**src/rtl/btn_debounce_pulse.sv**
```systemverilog
// ---------------------------------------------------------------------------
// btn_debounce_pulse
//
// Conditions a raw, asynchronous, bouncy pushbutton for the serial input of
// the Mealy sequence detector. The raw input is brought into the clk domain
// through a SYNC_STAGES-deep synchronizer. A four-state FSM with a stability
// counter then accepts a new level only after the synchronized value has been
// seen on DEBOUNCE_CYCLES+1 consecutive edges. Each accepted press yields
// exactly one btn_pulse, and each accepted release yields exactly one
// btn_release_pulse.
//
// Optional build macro: AUTO_REPEAT_EN
//   When defined, btn_pulse re-fires every REPEAT_CYCLES cycles while the
//   button stays in HELD. When undefined, REPEAT_CYCLES is only range-checked.
//
// Ports
//   clk               in   system clock, rising edge
//   reset             in   asynchronous, active-high reset
//   btn_raw           in   raw button, asynchronous to clk, may bounce
//   btn_level         out  debounced level (registered)
//   btn_pulse         out  one-cycle strobe on accepted press (registered)
//   btn_release_pulse out  one-cycle strobe on accepted release (registered)
// ---------------------------------------------------------------------------
module btn_debounce_pulse #(
    parameter int SYNC_STAGES     = 2,
    parameter int DEBOUNCE_CYCLES = 250000,
    parameter int CNT_W           = 18,
    parameter int REPEAT_CYCLES   = 12500000
) (
    input  logic clk,
    input  logic reset,
    input  logic btn_raw,
    output logic btn_level,
    output logic btn_pulse,
    output logic btn_release_pulse
);

    typedef enum logic [1:0] {
        IDLE         = 2'd0,
        PRESS_WAIT   = 2'd1,
        HELD         = 2'd2,
        RELEASE_WAIT = 2'd3
    } state_t;

    localparam logic [CNT_W-1:0] CNT_LAST = CNT_W'(DEBOUNCE_CYCLES - 1);

    // Elaboration-time guard on the parameter ranges.
    if (SYNC_STAGES < 2 || DEBOUNCE_CYCLES < 1 || REPEAT_CYCLES < 1 ||
        longint'(DEBOUNCE_CYCLES - 1) >= (longint'(1) << CNT_W)) begin : g_bad_params
        $error("btn_debounce_pulse: illegal parameter combination");
    end

    logic [SYNC_STAGES-1:0] r_sync;
    logic                   w_s;
    state_t                 r_state;
    state_t                 w_state_nxt;
    logic [CNT_W-1:0]       r_cnt;
    logic [CNT_W-1:0]       w_cnt_nxt;
    logic                   w_press_nxt;
    logic                   w_rel_nxt;
    logic                   w_level_nxt;
    logic                   w_pulse_nxt;
    logic                   r_level;
    logic                   r_pulse;
    logic                   r_rel;

    // Synchronizer: shift chain, the FSM only ever looks at the last stage.
    always_ff @(posedge clk or posedge reset) begin
        if (reset) begin
            r_sync <= '0;
        end else begin
            r_sync <= {r_sync[SYNC_STAGES-2:0], btn_raw};
        end
    end

    assign w_s = r_sync[SYNC_STAGES-1];

    always_ff @(posedge clk or posedge reset) begin
        if (reset) begin
            r_state <= IDLE;
            r_cnt   <= '0;
        end else begin
            r_state <= w_state_nxt;
            r_cnt   <= w_cnt_nxt;
        end
    end

    always_comb begin
        w_state_nxt = r_state;
        w_cnt_nxt   = r_cnt;
        w_press_nxt = 1'b0;
        w_rel_nxt   = 1'b0;
        case (r_state)
            IDLE: begin
                if (w_s) w_state_nxt = PRESS_WAIT;
            end
            PRESS_WAIT: begin
                if (!w_s) begin
                    w_state_nxt = IDLE;
                end else if (r_cnt == CNT_LAST) begin
                    w_state_nxt = HELD;
                    w_press_nxt = 1'b1;
                end else begin
                    w_cnt_nxt = r_cnt + 1'b1;
                end
            end
            HELD: begin
                if (!w_s) w_state_nxt = RELEASE_WAIT;
            end
            RELEASE_WAIT: begin
                if (w_s) begin
                    w_state_nxt = HELD;
                end else if (r_cnt == CNT_LAST) begin
                    w_state_nxt = IDLE;
                    w_rel_nxt   = 1'b1;
                end else begin
                    w_cnt_nxt = r_cnt + 1'b1;
                end
            end
            default: w_state_nxt = IDLE;
        endcase
        // Every state entry starts a fresh count, so the counter never wraps.
        if (w_state_nxt != r_state) w_cnt_nxt = '0;
        // Level is 1 throughout HELD and RELEASE_WAIT; it is registered below,
        // so it flips on the same edge as the corresponding pulse.
        w_level_nxt = (w_state_nxt == HELD) || (w_state_nxt == RELEASE_WAIT);
    end

`ifdef AUTO_REPEAT_EN
    localparam int RCNT_W = (REPEAT_CYCLES > 1) ? $clog2(REPEAT_CYCLES) : 1;
    localparam logic [RCNT_W-1:0] RCNT_LAST = RCNT_W'(REPEAT_CYCLES - 1);

    logic [RCNT_W-1:0] r_rcnt;
    logic [RCNT_W-1:0] w_rcnt_nxt;
    logic              w_rpt;

    always_comb begin
        w_rcnt_nxt = r_rcnt;
        w_rpt      = 1'b0;
        if (r_state == HELD) begin
            if (r_rcnt == RCNT_LAST) begin
                w_rpt      = 1'b1;
                w_rcnt_nxt = '0;
            end else begin
                w_rcnt_nxt = r_rcnt + 1'b1;
            end
        end
        // Any entry into HELD (new press or rejected release glitch) restarts
        // the repeat period; RELEASE_WAIT simply holds the count.
        if (w_state_nxt == HELD && r_state != HELD) w_rcnt_nxt = '0;
    end

    always_ff @(posedge clk or posedge reset) begin
        if (reset) begin
            r_rcnt <= '0;
        end else begin
            r_rcnt <= w_rcnt_nxt;
        end
    end

    assign w_pulse_nxt = w_press_nxt | w_rpt;
`else
    assign w_pulse_nxt = w_press_nxt;
`endif

    // Output registers: no combinational path from btn_raw to any output.
    always_ff @(posedge clk or posedge reset) begin
        if (reset) begin
            r_level <= 1'b0;
            r_pulse <= 1'b0;
            r_rel   <= 1'b0;
        end else begin
            r_level <= w_level_nxt;
            r_pulse <= w_pulse_nxt;
            r_rel   <= w_rel_nxt;
        end
    end

    assign btn_level         = r_level;
    assign btn_pulse         = r_pulse;
    assign btn_release_pulse = r_rel;

endmodule

```
**config.mk**
```make
export PLATFORM = sky130hd
export DESIGN_NAME = btn_debounce_pulse
export DESIGN_NICKNAME = d
export VERILOG_FILES = /design/src/rtl/btn_debounce_pulse.sv
export SDC_FILE = /design/constraint.sdc
export NUM_CORES = 1
export LEC_CHECK = 0
export ABC_AREA = 1
export CAP_MARGIN = 10
export CORE_MARGIN = 4
export CORE_UTILIZATION = 45
export DETAILED_ROUTE_END_ITERATION = 8
export DONT_BUFFER_PORTS = 1
export GPL_TIMING_DRIVEN = 0
export PLACE_DENSITY = 0.61
export SETUP_SLACK_MARGIN = 0.1
export SYNTH_ARGS = -nofsm -noshare
export SYNTH_HDL_FRONTEND = slang
export SYNTH_SLANG_ARGS = --single-unit
```
**constraint.sdc**
```tcl
create_clock -name clk -period 1.9 [get_ports clk]
set_clock_uncertainty 0.05 [all_clocks]
set_input_delay 0.475 -clock clk [delete_from_list [all_inputs] [get_ports clk]]
set_output_delay 0.475 -clock clk [all_outputs]
set_load 0.02 [all_outputs]
```
-- Word-level counts from Yosys, hierarchy flattened
Index checks and enable logic that the tools add are counted.
- register bits: 25
- output and inout port bits: 3
- input bits: 3
- $add $sub $neg: 1
- equal/unequal tests: 9
- muxes and demuxes: 17
- reduce and logical (&&, ||, !) cells: 4
- operator list (cell ; count):
    2-to-1 mux 18 bit ; 4
    case mux 18 bit (2 select lines) ; 1
    adder 18 x 1 -> 18 bit, second input constant ; 1
    equality test 18 bit, second input constant ; 1
    2-to-1 mux 2 bit ; 6
    equality test 2 bit, second input constant ; 4
    case mux 2 bit (4 select lines) ; 1
    != test 3 bit, second input constant ; 2
    2-to-1 mux 1 bit ; 5
    AND reduction 3 bit ; 1
    nonzero test 3 bit ; 1
    equality test 2 x 1 -> 1 bit, second input constant ; 1
    logical NOT 2 bit ; 1
    != test 2 bit ; 1
    logical OR 1 bit ; 1

-- Logic depth before layout (Yosys ltp)
- word-level depth: 7
- depth in mapped cells: 9
- gate-level depth less buffers: 9

-- Worst setup path before layout
OpenSTA, ideal clock, no wires.
- path type: reg-to-reg
- start point: reg r_cnt[0]
- end point: reg r_cnt[15]
- setup time: 0.117 ns
- required time: 1.733 ns
- path slack: 0.453 ns
- path buffers: 1
- cell stages (with the launch flop): 9
- data arrival time: 1.279 ns
- period minus slack after synthesis: 1.447 ns
- path through: dfrtp_1 ha_1 nand3_1 nor2_1 nand3_2 and2_4 buf_6 nand3_1 nand2_1
- word-level cells in the longest chain between the ends: 7
- elaborated cells between the ends (all ways): 17
- classes of those cells: add/sub: 1; eq/ne: 4; mux: 10; reduce/logical: 2
- ends and longest elaborated chain (item ; line ; text):
    start: declaration ; 57 ; logic [CNT_W-1:0] r_cnt;
    start signal: assignment ; 84 ; r_cnt <= w_cnt_nxt;
    equality test 18 bit (*) ; 100, 113 ;
    2-to-1 mux 2 bit (on tied branches) ; 113, 100 ;
    2-to-1 mux 2 bit (on tied branches) ; 111, 98 ;
    case mux 2 bit (4 select lines) (*) ; 93 ; case (r_state)
    named net w_state_nxt[0] ; 56 ; state_t w_state_nxt;
    != test 2 bit (*) ; 123 ; if (w_state_nxt != r_state) w_cnt_nxt = '0;
    != test 3 bit (no source line) or nonzero test 3 bit (tied branches) ; -- ;
    AND reduction 3 bit (no source line) ; -- ;
The timed path passes the listed nets; every way through them passes the cells marked *. The select of a mux whose other input is x is not followed.
A chain may end at the register's enable or synchronous reset.

-- Final worst setup path
- start point: reg r_cnt[1]
- end point: reg r_cnt[17]
- word-level cells in the longest chain between the ends: 7
- elaborated cells between the ends (all ways): 17
- classes of those cells: add/sub: 1; eq/ne: 4; mux: 10; reduce/logical: 2
- ends and longest elaborated chain (item):
    branches (longest 7 deep; another with adder 18 x 1 -> 18 bit)
Parallel ways; which one is timed is not known. The select of a mux whose other input is x is not followed.

==> impl_results.md <==
- Clock Path Buffers: 2
- CP Capture Type: register
- Clock slew at the register clock pins of the worst setup and hold paths: 0.13 ns
- CTS tree: yes
- Leakage: 0.000673 µW
- Initial antenna violation count: 0
- Post-Route Setup TNS: 0 ns
- Most common cell after layout, fill and taps aside: nand2_1
- Cells on worst reg2reg path: 8
- Outcome: complete, no violations
- Diode count: 0
- Max VDD drop: 0.000394 V
- Chip Height: 63.7 µm
- Element type at the critical path start: register
- Minimum clock period: 1.62 ns
- Pins Over Slew Limit: 0
- MaxCap Viol Count: 0
- Synth cell types: 25
- Vias in the first global route: 1128
- Starting density of the core: 48.9%
- Hold Buf Count CTS: 0
- Rel. slew slack: 42.1%
- Top cells by area, synth: dfrtp_1, nand2_1, nor2_1
- RSZ-0062 raised after global routing: no
- Top Ports: 6
- Crit Path Max Fanout: 9
- Cell depth of the worst hold path: 0
- Row count: 19
- Hold worst-path end: r_sync[0]$_DFF_PP0_
- Most frequent cells in the layout: nand2_1, nor2_1, dfrtp_1
- Die Area: 0.00406 mm²
- Placed cells: 216
- Final #Nets: 195
- Setup Crit Path Kind: reg2reg
- Vias per inst: 5.18
- Post-route DRC: 0
- Syn_area_per_cell: 7.54 µm²
- Post-DP HPWL: 2110 µm
- Worst EP arrival: 1.79 ns
- Drt first pass iters: 4
- WP data required: 2.06 ns
- Min-delay src: btn_raw
- Number of DRC markers in iteration 0: 46
- Cells after Synth: 185
- Critical R2R Launch: r_cnt[1]$_DFFE_PP0P_
- GRT Residual Overflow: 0
- CTS H-Tree Depth: 1
- Yosys Warn Count: 0
- Root Driver: clkbuf_4
- Largest net degree at the start of global routing: 25
- Sequential cell area fraction in the yosys report: 43.0%
- Min-Delay Path Class: in2reg
- DRT antenna net count: 0
- Final WL: 2840 µm
- Synthesized Nets: 189
- Area growth, synth to finish: 7.62%
- Die width: 63.7 µm
- # setup viols final: 0
- Critical Path Source: r_cnt[1]$_DFFE_PP0P_
- Worst Tran Pin Value: 0.868 ns
- PD cells: 629 mW/mm²
- Area leader, netlist: dfrtp_1
- CTS sink count: 24
- Crit share post-route: 85.3%
- Final Hold Vio Count: 0
- Layout cell share with drive strength beyond 1: 12.1%
- Gr usage total: 16.0%
- Synthesized cell area: 0.00140 mm²
- Synth top area share: 43.0%
- Fin cells: 221
- GP Congestion: 0.862
- First-pass GRT wire length: 5150 µm
- Drt wl/cell: 12.9 µm
- Clk_lat worst skew: 0.32 ns
- Fmax: 617 MHz
- Synth Register Bits: 24
- Num CTS Buffers: 3
- R2r setup slk: 0.28 ns
- Core Area: 0.00285 mm²
- Port buffer count: 0
- Routed via count: 1145
- R2R Path End: r_cnt[17]$_DFFE_PP0P_
cells by family after synthesis:
kind of cell | after synthesis | share of synthesized area [%]
compound gates | 2 | 0.718
xor+xnor | 9 | 5.65
fa+ha+maj | 1 | 0.897
buf+inv | 20 | 6.01
flops | 24 | 43.0
mux | 1 | 0.718
simple gates | 128 | 43.0
metal layers:
| metal | up-vias | track usage (%) | routed length [µm] |
|---|---|---|---|
| li1 | 591 | - | - |
| met2 | 7 | 24.8 | 1280 |
| met1 | 545 | 22.6 | 1480 |
| met3 | 2 | 4.26 | 68 |
| met4 | 0 | 2.43 | 20 |
| met5 | - | 0 | 0 |
critical path, stage by stage (launching register included):
cell	delay [ns]
dfrtp_1	0.41
ha_1	0.21
nand3_2	0.15
nor2_2	0.15
nand3_2	0.11
nand3_1	0.16
nand2_1	0.08
inv_2	0.14
nor2_1	0.06
cells in the mapped netlist (all sizes together):
| cell type | instances |
|---|---|
| nand2 | 59 |
| nor2 | 36 |
| dfrtp | 24 |
| inv | 17 |
| nand3 | 17 |
| xor2 | 8 |
| nand4 | 6 |
| nand3b | 5 |
| nor3 | 3 |
| buf | 2 |
| o21ai | 2 |
| and2 | 1 |
| clkinv | 1 |
| ha | 1 |
| mux2i | 1 |
| nor4 | 1 |
| xnor2 | 1 |
timing repair:
item / 4_1_cts / 5_1_grt
buffers inserted: 0 / 1
endpoints found under the setup margin: 0 / 16
resized for setup: 0 / 2
final cells by class:
cell class / instances / area, µm²
fillers: 270 / 1350
plain buffers: 2 / 16.3
inverters: 18 / 67.6
clock buffers: 3 / 22.5
multi-input cells: 141 / 718
clock inverters: 1 / 30.0
well taps: 31 / 38.8
flip-flops and latches: 24 / 601
repair buffers: 1 / 7.51
through the flow:
step / util, % / setup WS, ns / cell area [µm²] / hold slack, ns / total power [µW]
floorplan: - / 0.453 / 1400 / 0.281 / 571
global placement: 50.3 / 0.243 / 1430 / 0.283 / 583
detailed placement: 50.3 / 0.219 / 1430 / 0.291 / 585
CTS: 52.1 / 0.199 / 1490 / 0.102 / 961
global route: 52.6 / 0.132 / 1500 / 0.0715 / 996
finish: 52.6 / 0.279 / 1500 / 0.125 / 945
flip-flops by register name, indices dropped and copies added, names as in the netlist:
name               count
r_cnt                 18
btn_release_pulse      1
btn_pulse              1
r_state                2
r_sync                 2
how the worst max path moves through the flow:
stage / cells after the start / slack [ns] / endpoint
floorplan: 8 / 0.45 / r_cnt[15]$_DFFE_PP0P_
global placement: 8 / 0.24 / r_cnt[8]$_DFFE_PP0P_
detailed placement: 8 / 0.22 / r_cnt[3]$_DFFE_PP0P_
CTS: 8 / 0.20 / r_cnt[3]$_DFFE_PP0P_
global route: 8 / 0.13 / r_cnt[8]$_DFFE_PP0P_
finish: 8 / 0.28 / r_cnt[17]$_DFFE_PP0P_
where the power goes:
group | internal [µW] | switching, µW
sequential | 518 | 6.19
clock | 213 | 154
combinational | 16.0 | 37.0
No activity file was read; power rests on OpenSTA's default activity.
